==> config.mk <==
export PLATFORM = sky130hd
export DESIGN_NAME = uart_rx_cfg
export DESIGN_NICKNAME = d
export VERILOG_FILES = /design/src/rtl/uart_rx_cfg.sv
export SDC_FILE = /design/constraint.sdc
export NUM_CORES = 1
export LEC_CHECK = 0
export ABC_AREA = 0
export CORE_AREA = 2 2 59 61
export CTS_BUF_LIST = sky130_fd_sc_hd__clkbuf_16
export DETAILED_ROUTE_END_ITERATION = 8
export DIE_AREA = 0 0 61 63
export PLACE_DENSITY = 0.86
export RECOVER_POWER = 100
export SYNTH_ARGS = -nofsm -noshare
export SYNTH_HDL_FRONTEND = slang
export SYNTH_SLANG_ARGS = --single-unit
==> constraint.sdc <==
create_clock -name i_clk -period 3 [get_ports i_clk]
set_clock_uncertainty 0.2 [all_clocks]
set_input_delay 0.6 -clock i_clk [delete_from_list [all_inputs] [get_ports i_clk]]
set_output_delay 0.6 -clock i_clk [all_outputs]
set_load 0.1 [all_outputs]
==> src/rtl/uart_rx_cfg.sv <==
// Parametrised UART receiver: input synchroniser, start-glitch rejection, framing check.
// Optional parity checking is compiled in when UART_RX_PARITY_EN is defined.
//
// state  | meaning
// IDLE   | waiting for a 1->0 edge on the synchronised line
// START  | waiting for start-bit centre to confirm (else false start)
// DATA   | sampling NB_DATA bits at their centres, LSB first
// PARITY | sampling the parity bit (UART_RX_PARITY_EN only)
// STOP   | sampling NB_STOP stop bits; done pulse at the last centre
module uart_rx_cfg #(
    parameter int NB_DATA     = 8,
    parameter int OVERSAMPLE  = 16,
    parameter int NB_STOP     = 1,
    parameter int SYNC_STAGES = 2
) (
    input  logic               i_clk,
    input  logic               i_reset,
    input  logic               i_s_tick,
    input  logic               i_rx,
    input  logic               i_parity_odd,
    output logic [NB_DATA-1:0] o_rx_data,
    output logic               o_rx_done_tick,
    output logic               o_frame_err,
    output logic               o_parity_err,
    output logic               o_busy
);

    localparam int TW = $clog2(OVERSAMPLE);
    localparam int BW = $clog2(NB_DATA + 1);
    localparam logic [TW-1:0] TICK_HALF = TW'(OVERSAMPLE / 2 - 1);
    localparam logic [TW-1:0] TICK_LAST = TW'(OVERSAMPLE - 1);
    localparam logic [BW-1:0] DATA_LAST = BW'(NB_DATA - 1);
    localparam logic [BW-1:0] STOP_LAST = BW'(NB_STOP - 1);

    typedef enum logic [2:0] {
        ST_IDLE,
        ST_START,
        ST_DATA,
        ST_PARITY,
        ST_STOP
    } state_t;

    state_t                 state_q;
    logic [SYNC_STAGES-1:0] sync_q;
    logic [TW-1:0]          tick_q;
    logic [BW-1:0]          bit_q;
    logic [NB_DATA-1:0]     shift_q;
    logic                   frame_acc_q;
    logic                   seen_high_q;
    logic                   rx_s;

    // Sync chain resets to all ones so a reset never looks like a start edge.
    always_ff @(posedge i_clk or posedge i_reset) begin
        if (i_reset) begin
            sync_q <= '1;
        end else begin
            sync_q <= {sync_q[SYNC_STAGES-2:0], i_rx};
        end
    end

    assign rx_s   = sync_q[SYNC_STAGES-1];
    assign o_busy = (state_q != ST_IDLE);

`ifdef UART_RX_PARITY_EN
    logic par_acc_q;
`else
    logic unused_parity_odd;
    assign unused_parity_odd = i_parity_odd;
    assign o_parity_err      = 1'b0;
`endif

    always_ff @(posedge i_clk or posedge i_reset) begin
        if (i_reset) begin
            state_q        <= ST_IDLE;
            tick_q         <= '0;
            bit_q          <= '0;
            shift_q        <= '0;
            frame_acc_q    <= 1'b0;
            seen_high_q    <= 1'b0;
            o_rx_data      <= '0;
            o_rx_done_tick <= 1'b0;
            o_frame_err    <= 1'b0;
`ifdef UART_RX_PARITY_EN
            par_acc_q      <= 1'b0;
            o_parity_err   <= 1'b0;
`endif
        end else begin
            o_rx_done_tick <= 1'b0;
            case (state_q)
                ST_IDLE: begin
                    tick_q <= '0;
                    if (rx_s) begin
                        seen_high_q <= 1'b1;
                    end else if (seen_high_q) begin
                        state_q <= ST_START;
                    end
                end
                ST_START: begin
                    if (i_s_tick) begin
                        if (tick_q == TICK_HALF) begin
                            tick_q <= '0;
                            if (!rx_s) begin
                                state_q     <= ST_DATA;
                                bit_q       <= '0;
                                shift_q     <= '0;
                                frame_acc_q <= 1'b0;
                            end else begin
                                state_q <= ST_IDLE;
                            end
                        end else begin
                            tick_q <= tick_q + TW'(1);
                        end
                    end
                end
                ST_DATA: begin
                    if (i_s_tick) begin
                        if (tick_q == TICK_LAST) begin
                            tick_q  <= '0;
                            shift_q <= {rx_s, shift_q[NB_DATA-1:1]};
                            if (bit_q == DATA_LAST) begin
                                bit_q <= '0;
`ifdef UART_RX_PARITY_EN
                                state_q <= ST_PARITY;
`else
                                state_q <= ST_STOP;
`endif
                            end else begin
                                bit_q <= bit_q + BW'(1);
                            end
                        end else begin
                            tick_q <= tick_q + TW'(1);
                        end
                    end
                end
`ifdef UART_RX_PARITY_EN
                ST_PARITY: begin
                    if (i_s_tick) begin
                        if (tick_q == TICK_LAST) begin
                            tick_q    <= '0;
                            par_acc_q <= ^shift_q ^ rx_s ^ i_parity_odd;
                            state_q   <= ST_STOP;
                        end else begin
                            tick_q <= tick_q + TW'(1);
                        end
                    end
                end
`endif
                ST_STOP: begin
                    if (i_s_tick) begin
                        if (tick_q == TICK_LAST) begin
                            tick_q <= '0;
                            if (bit_q == STOP_LAST) begin
                                // Leave at the last centre so a back-to-back start is still caught.
                                state_q        <= ST_IDLE;
                                o_rx_done_tick <= 1'b1;
                                o_rx_data      <= shift_q;
                                o_frame_err    <= frame_acc_q | ~rx_s;
                                seen_high_q    <= rx_s & ~frame_acc_q;
`ifdef UART_RX_PARITY_EN
                                o_parity_err   <= par_acc_q;
`endif
                            end else begin
                                bit_q       <= bit_q + BW'(1);
                                frame_acc_q <= frame_acc_q | ~rx_s;
                            end
                        end else begin
                            tick_q <= tick_q + TW'(1);
                        end
                    end
                end
                default: state_q <= ST_IDLE;
            endcase
        end
    end

endmodule

==> key figures, run 1 <==
Outcome
  – Status: complete, but fails checks
  – Failing checks: capacitance limit, slew limit

CTS
  – CTS root buf: clkbuf_16
  – Clock buffer count from CTS: 5
  – Setup Fix Bufs, Post-CTS: 0
  – CTS sink cnt: 33
  – Worst-path clk slew: 0.05 ns
  – Clk_lat worst skew: approximately 0.27 ns
  – CTS tree: done
  – Hold_buf cts: 0
  – H-tree Lvls: 2
  – Post-CTS Resized: 0
  – Clock buffer depth: 2

Floorplan
  – Die area: 3843 um^2
  – CORE AREA: around 3200 um^2
  – Die Ht: approximately 63 um
  – Ports: 17
  – Die Wd: approximately 61 um
  – Initial Util: 0.5226
  – Rows: 21

Detailed routing
  – Avg WL per Cell: around 15 um
  – Iter 0 DRT Violations: 103
  – Total number of vias: roughly 1,300
  – Via density: ~5.8
  – DRC violations left: 0
  – Antenna viol nets, final: 0
  – 1st-pass router iterations: 4
  – Final wirelength: roughly 3400 um

STA
  – Hold_ws: 0.1562 ns
  – Fin crit period: about 2.5 ns
  – Setup violators final: 0
  – Unrepaired setup endpoints after global routing: no
  – Part of the cycle the worst path needs: 0.8391
  – Fmax: 397.3 MHz
  – Final count of hold timing violations: 0
  – Final Max Tran Viols: 34
  – Max-slew headroom: -0.1333
  – Worst-Margin Slew: 1.700 ns
  – Aggregate negative setup slack: 0 ns
  – Setup WS post-layout: 0.4828 ns

Logic synthesis
  – Cell accounting for the most synthesized area: dfrtp_1
  – Yosys top cell area share: 0.4593
  – Number of synthesized flops with an enable pin: 0
  – Synth top area cells: dfrtp_1 46%, mux2_2 6.0%, a31o_2 4.1%
  – Top post-synthesis cells by count: 31 x dfrtp_1, 13 x nand2_1, 10 x nor2b_1
  – Ys flop type: dfrtp_1
  – Library cells used by synthesis: between 40 and 50
  – Syn_nets: 168
  – Async set-reset flop share out of synthesis: 1.000
  – Synth warnings: 0
  – #FFs+latches synth: 33
  – Post-Syn Area per Cell: roughly 11 um^2
  – Register area share after synthesis: 0.4904
  – Synth Cell Area: 1689 um^2
  – Gate Count Post-Synth: between 150 and 200
  – Count leader, synth: dfrtp_1

Final layout
  – Share of layout cells above drive strength 1: 0.1878
  – Area grow syn2layout: 16.00%
  – Core Util, Final: 0.6063
  – Ant. Diodes: 0
  – Nets: 188

Critical path
  – Worst r2r src: state_q[1]
  – CP max stage delay: 0.57 ns
  – Crit path capture type: register
  – Critical path fanouts, max: 6
  – Setup CP Type: primary input to register
  – CP required: approximately 3.0 ns
  – CP Data Arrival Time: around 2.5 ns
  – Startpoint Class: primary input
  – Slowest CP cell: dlygate4sd3_1
  – Crit-path cells: dlygate4sd3_1 -> clkbuf_1 -> inv_1 -> maj3_1 -> o22ai_1 -> a21boi_0 -> o21ai_0
  – Setup crit start: i_s_tick

Place
  – Port Buffer Count: 14
  – GP Congestion: between 0.8 and 0.9
  – Setup WS pre-CTS: 0.3184 ns
  – Detail Placement HPWL: between 2000 and 2500 um

Power
  – P_leak: a little over 0.9 nW
  – Cell-internal power: approximately 1.1 mW
  – Comb power frac: 0.371
  – Clk pwr share: 0.267
  – Peak supply drop: between 0.0006 and 0.0007 V
  – Net switching power: approximately 0.7 mW
  – Sw frac: 0.3933
  – Reg power frac: 0.362
  – Pwr dens: 895.7 nW/um^2

GRT
  – Largest net degree at the start of global routing: 34
  – Initial antenna violation count: 0
  – Global-route wire length before repair: a little under 6000 um
  – Global Route Usage Sum: 0.2063
  – Total grt overflow: 0
  – Number of global-route vias before repair: between 1,000 and 1,500

Run
  – MaxCap Viol Count: 1

Worst hold path
  – HP Start: sync_q[0]
  – Hold crit path type: register to register
-- through the flow --
stage          cells  area [um^2]  power (mW)
4_1_cts          227         2007       1.765
5_1_grt          227         1959       1.862
3_3_place_gp     219         1871       1.245
3_5_place_dp     219         1871       1.283
6_report         227         1959       1.755
2_1_floorplan    160         1689       1.121
-- layout by cell type (no fill, tap or decap), drive strengths merged, types with 2 or more instances in the layout --
master / count
dfstp: 2
a21o: 4
nand4: 2
a21oi: 4
inv: 10
nand2b: 4
o21ai: 8
nor3: 4
clkbuf: 18
o22ai: 2
nand2: 13
nor3b: 3
nor2: 9
dfrtp: 31
maj3: 3
nor2b: 10
mux2: 10
dlygate4sd3: 2
buf: 4
a31o: 8
ha: 3
and3: 2
nand3: 6
-- final timing paths --
path                                  end  slack [ns]  cells past startpoint
max                             tick_q[3]        0.48                      7
min                             sync_q[1]        0.16                      0
max reg2reg                    state_q[2]        0.57                      5
min reg2reg                     sync_q[1]        0.16                      0
max in group asynchronous     frame_acc_q        0.57                      3
min in group asynchronous  o_rx_done_tick        1.04                      3
-- flip-flops by register name, summed over array words and instances (netlist names) --
register,flops
o_rx_data,8
shift_q,8
bit_q,4
tick_q,4
state_q,3
sync_q,2
frame_acc_q,1
o_frame_err,1
o_rx_done_tick,1
seen_high_q,1
-- area by class of cell --
cell class | instances | area (um^2)
sequential | 33 | 828.3
multi-input combinational | 112 | 797.0
clock buffer | 5 | 125.1
tap | 46 | 57.56
clock inverter | 3 | 11.26
inverter | 8 | 30.03
timing repair buffer | 20 | 110.1
fill | 283 | 1272
-- worst max-delay path: cells and delay by family --
family | cells | cell delay (ns)
adders and majority gates | 1 | 0.37
buffers and inverters | 3 | 0.92
AOI/OAI and AO/OA | 3 | 0.58
-- power by group through the flow --
stage,Clock (mW),Sequential (mW),Combinational (mW)
floorplan,0,0.571,0.550
finish,0.469,0.636,0.651
global route,0.498,0.651,0.714
global placement,0,0.631,0.614
CTS,0.478,0.631,0.655
detailed placement,0,0.639,0.644
-- cells by family after synthesis --
group | after synthesis | synth area share
other cells | 1 | 0.002220
compound gates | 36 | 0.1585
simple gates | 59 | 0.2044
fa+ha+maj | 6 | 0.04000
flops | 33 | 0.4904
mux | 10 | 0.06667
buf+inv | 15 | 0.03778
-- metal layers --
layer	vias up	share of wire	GRT usage	routed length (um)
met3	11	0.048	0.05176	164
li1	610	-	-	-
met4	0	0.022	0.08696	77
met1	659	0.41	0.2619	1420
met2	41	0.52	0.3280	1778
met5	-	0	0	0
Power figures use the tool's default switching activity.
==> inputs of run 2 (changes only) <==
--- a/config.mk
+++ b/config.mk
@@ -6,11 +6,11 @@
 export NUM_CORES = 1
 export LEC_CHECK = 0
 export ABC_AREA = 0
-export CORE_AREA = 2 2 59 61
+export CORE_AREA = 2 2 62 64
 export CTS_BUF_LIST = sky130_fd_sc_hd__clkbuf_16
 export DETAILED_ROUTE_END_ITERATION = 8
-export DIE_AREA = 0 0 61 63
-export PLACE_DENSITY = 0.86
+export DIE_AREA = 0 0 64 66
+export PLACE_DENSITY = 0.82
 export RECOVER_POWER = 100
 export SYNTH_ARGS = -nofsm -noshare
 export SYNTH_HDL_FRONTEND = slang
==> constraint.sdc (replaced) <==
create_clock -name i_clk -period 2.1 [get_ports i_clk]
set_clock_uncertainty 0.2 [all_clocks]
set_input_delay 0.42 -clock i_clk [delete_from_list [all_inputs] [get_ports i_clk]]
set_output_delay 0.42 -clock i_clk [all_outputs]
set_load 0.1 [all_outputs]
==> run 2 against run 1 <==
Non-clock buffer count is 29 higher. Global-route usage grew 0.54 points. First-iteration DRC count is 28% lower. Wire length is 25% higher. Die area rose by 9.9%. The flow finishes with violations (setup timing). Hold slack better by 0.0016 ns. Largest power group unchanged. Via count up 7.1%. Worst setup slack worse by 0.51 ns. Core utilization increased by 6.3 points. Register-to-register slack lost 0.59 ns. Clock-buffer cell count stayed put. Design area grew 21%.
==> key figures, run 2 (same netlist as run 1, synthesis figures left out) <==
Outcome
  – Status: complete, but fails checks
  – Failing checks: setup timing

Critical path
  – Startpoint Class: register
  – FF-to-FF path depth: 7
  – Reg2reg setup slack: -0.02 ns
  – Critical path fanouts, max: 3
  – Setup CP Type: register to register
  – CP Data Arrival Time: between 2 and 2.5 ns
  – CP required: between 2 and 2.5 ns
  – Crit path capture type: register

GRT
  – Global Route Usage Sum: 0.2116
  – Met3 Resource Use GR: 0.05451
  – Total grt overflow: 0
  – Initial antenna violation count: 0
  – Largest net degree at the start of global routing: 34
  – Routing usage on met2: 0.3828
  – Met1 GRT Util: 0.2313
  – Global-route wire length before repair: 6741 um
  – Number of global-route vias before repair: roughly 1,400
  – Top Usage Layer GRT: met2

Detailed routing
  – DRC violations left: 0
  – Avg WL per Cell: between 15 and 20 um
  – Final wirelength: between 4000 and 5000 um
  – Antenna viol nets, final: 0
  – 1st-pass router iterations: 4
  – Via density: approximately 5.5
  – Total number of vias: between 1,000 and 1,500
  – Iter 0 DRT Violations: 74

STA
  – Fmax: 470.7 MHz
  – Hold_ws: roughly 0.16 ns
  – Final count of hold timing violations: 0
  – Final Max Tran Viols: 0
  – Worst-Margin Slew: approximately 0.80 ns
  – Aggregate negative setup slack: -0.02470 ns
  – Setup violators final: 1
  – Fin crit period: between 2 and 2.5 ns
  – Part of the cycle the worst path needs: 1.012
  – Max-slew headroom: 0.4672
  – Unrepaired setup endpoints after global routing: yes
  – Setup WS post-layout: -0.02470 ns

Power
  – Pwr dens: 1321 nW/um^2
  – Comb power frac: 0.471
  – Net switching power: ~1.2 mW
  – Sw frac: 0.3689
  – Reg power frac: 0.265
  – Clk pwr share: 0.264
  – Cell-internal power: slightly below 2 mW
  – P_leak: about 1.1 nW
  – Peak supply drop: 0.0006776 V

Floorplan
  – Die Wd: around 64 um
  – Initial Util: 0.4757
  – Rows: 22
  – Ports: 17
  – Die Ht: 66 um
  – CORE AREA: 3551 um^2
  – Die area: about 4200 um^2

CTS
  – Clock buffer count from CTS: 5
  – Worst-path clk slew: approximately 0.06 ns
  – CTS tree: done
  – H-tree Lvls: 2
  – Hold_buf cts: 0
  – Clk_lat worst skew: between 0.2 and 0.3 ns
  – CTS sink cnt: 33
  – Clock buffer depth: 2
  – CTS root buf: clkbuf_16

Final layout
  – Area grow syn2layout: 40.67%
  – Largest regs: o_rx_data x8, shift_q x8
  – Fillers: between 200 and 300
  – Commonest non-fill, non-tap cell in the layout: dfrtp_1
  – FF/Latch Area: approximately 830 um^2
  – Share of layout cells above drive strength 1: 0.4333
  – Most frequent cells in the layout: 30 x dfrtp_1, 26 x buf_4, 12 x nand2_1
  – Area of the multi-input gates: just over 900 um^2
  – Final instance area: 2376 um^2
  – Nets: around 220
  – Ant. Diodes: 0

Worst hold path
  – Hold crit path type: register to register
  – Worst Hold Depth: 0

Place
  – Setup WS pre-CTS: -0.3472 ns
  – Port Buffer Count: 14
  – GP Congestion: about 0.8
  – Detail Placement HPWL: approximately 2700 um
  – DP Area: ~2200 um^2

Run
  – MaxCap Viol Count: 0
run 2: changes by cell type in the layout (fill, tap and decap cells not counted), sizes merged:
cell / delta
buf: +31
clkbuf: -2
inv: -2
bufinv: +1
clkdlybuf4s50: -1
clkinvlp: +1
dlygate4sd2: +1
run 2: critical path: stages (launching register included):
cell	delay, ns
dfrtp_1	0.36
ha_2	0.22
buf_6	0.12
nand3_2	0.11
a21o_1	0.19
and3_4	0.17
a311o_1	0.33
mux2_4	0.32
run 2: layout make-up:
cell class	count	area share
clock buffer	5	0.05266
tap	48	0.02528
timing repair buffer	49	0.1606
sequential	33	0.3491
clock inverter	3	0.01738
multi-input combinational	112	0.3823
inverter	8	0.01264
run 2: metrics by stage:
step                      utilization  power (mW)  cells
final                          0.6691       3.138    258
after global routing           0.6691       3.303    258
after CTS                      0.6822       3.059    254
after detailed placement       0.6156       2.116    242
after global placement         0.6156       2.058    242
after floorplan                     -       1.607    160
run 2: worst paths after layout:
| path | start | endpoint |
|---|---|---|
| setup / recovery | tick_q[1] | state_q[2] |
| hold / removal | sync_q[0] | sync_q[1] |
| setup reg to reg | tick_q[1] | state_q[2] |
| hold reg to reg | sync_q[0] | sync_q[1] |
| max in group asynchronous | i_reset | state_q[0] |
| min in group asynchronous | i_reset | tick_q[2] |
run 2: layer usage:
metal  wire length (um)  vias up
li1                   -      675
met1               1697      689
met2               2307       39
met3                169       12
met4                111        0
met5                  0        -
run 2: power groups by stage:
| stage | Clock, mW | Sequential (mW) | Combinational (mW) |
|---|---|---|---|
| floorplan | 0 | 0.817 | 0.790 |
| detailed placement | 0 | 0.829 | 1.29 |
| global route | 0.858 | 0.843 | 1.60 |
| CTS | 0.829 | 0.828 | 1.40 |
| finish | 0.829 | 0.832 | 1.48 |
| global placement | 0 | 0.824 | 1.23 |
run 2: repair_timing:
action | 4_1_cts | 5_1_grt
pin swaps | 5 | 9
endpoints found under the setup margin | 21 | 24
resized for setup | 11 | 19
buffers inserted | 4 | 4
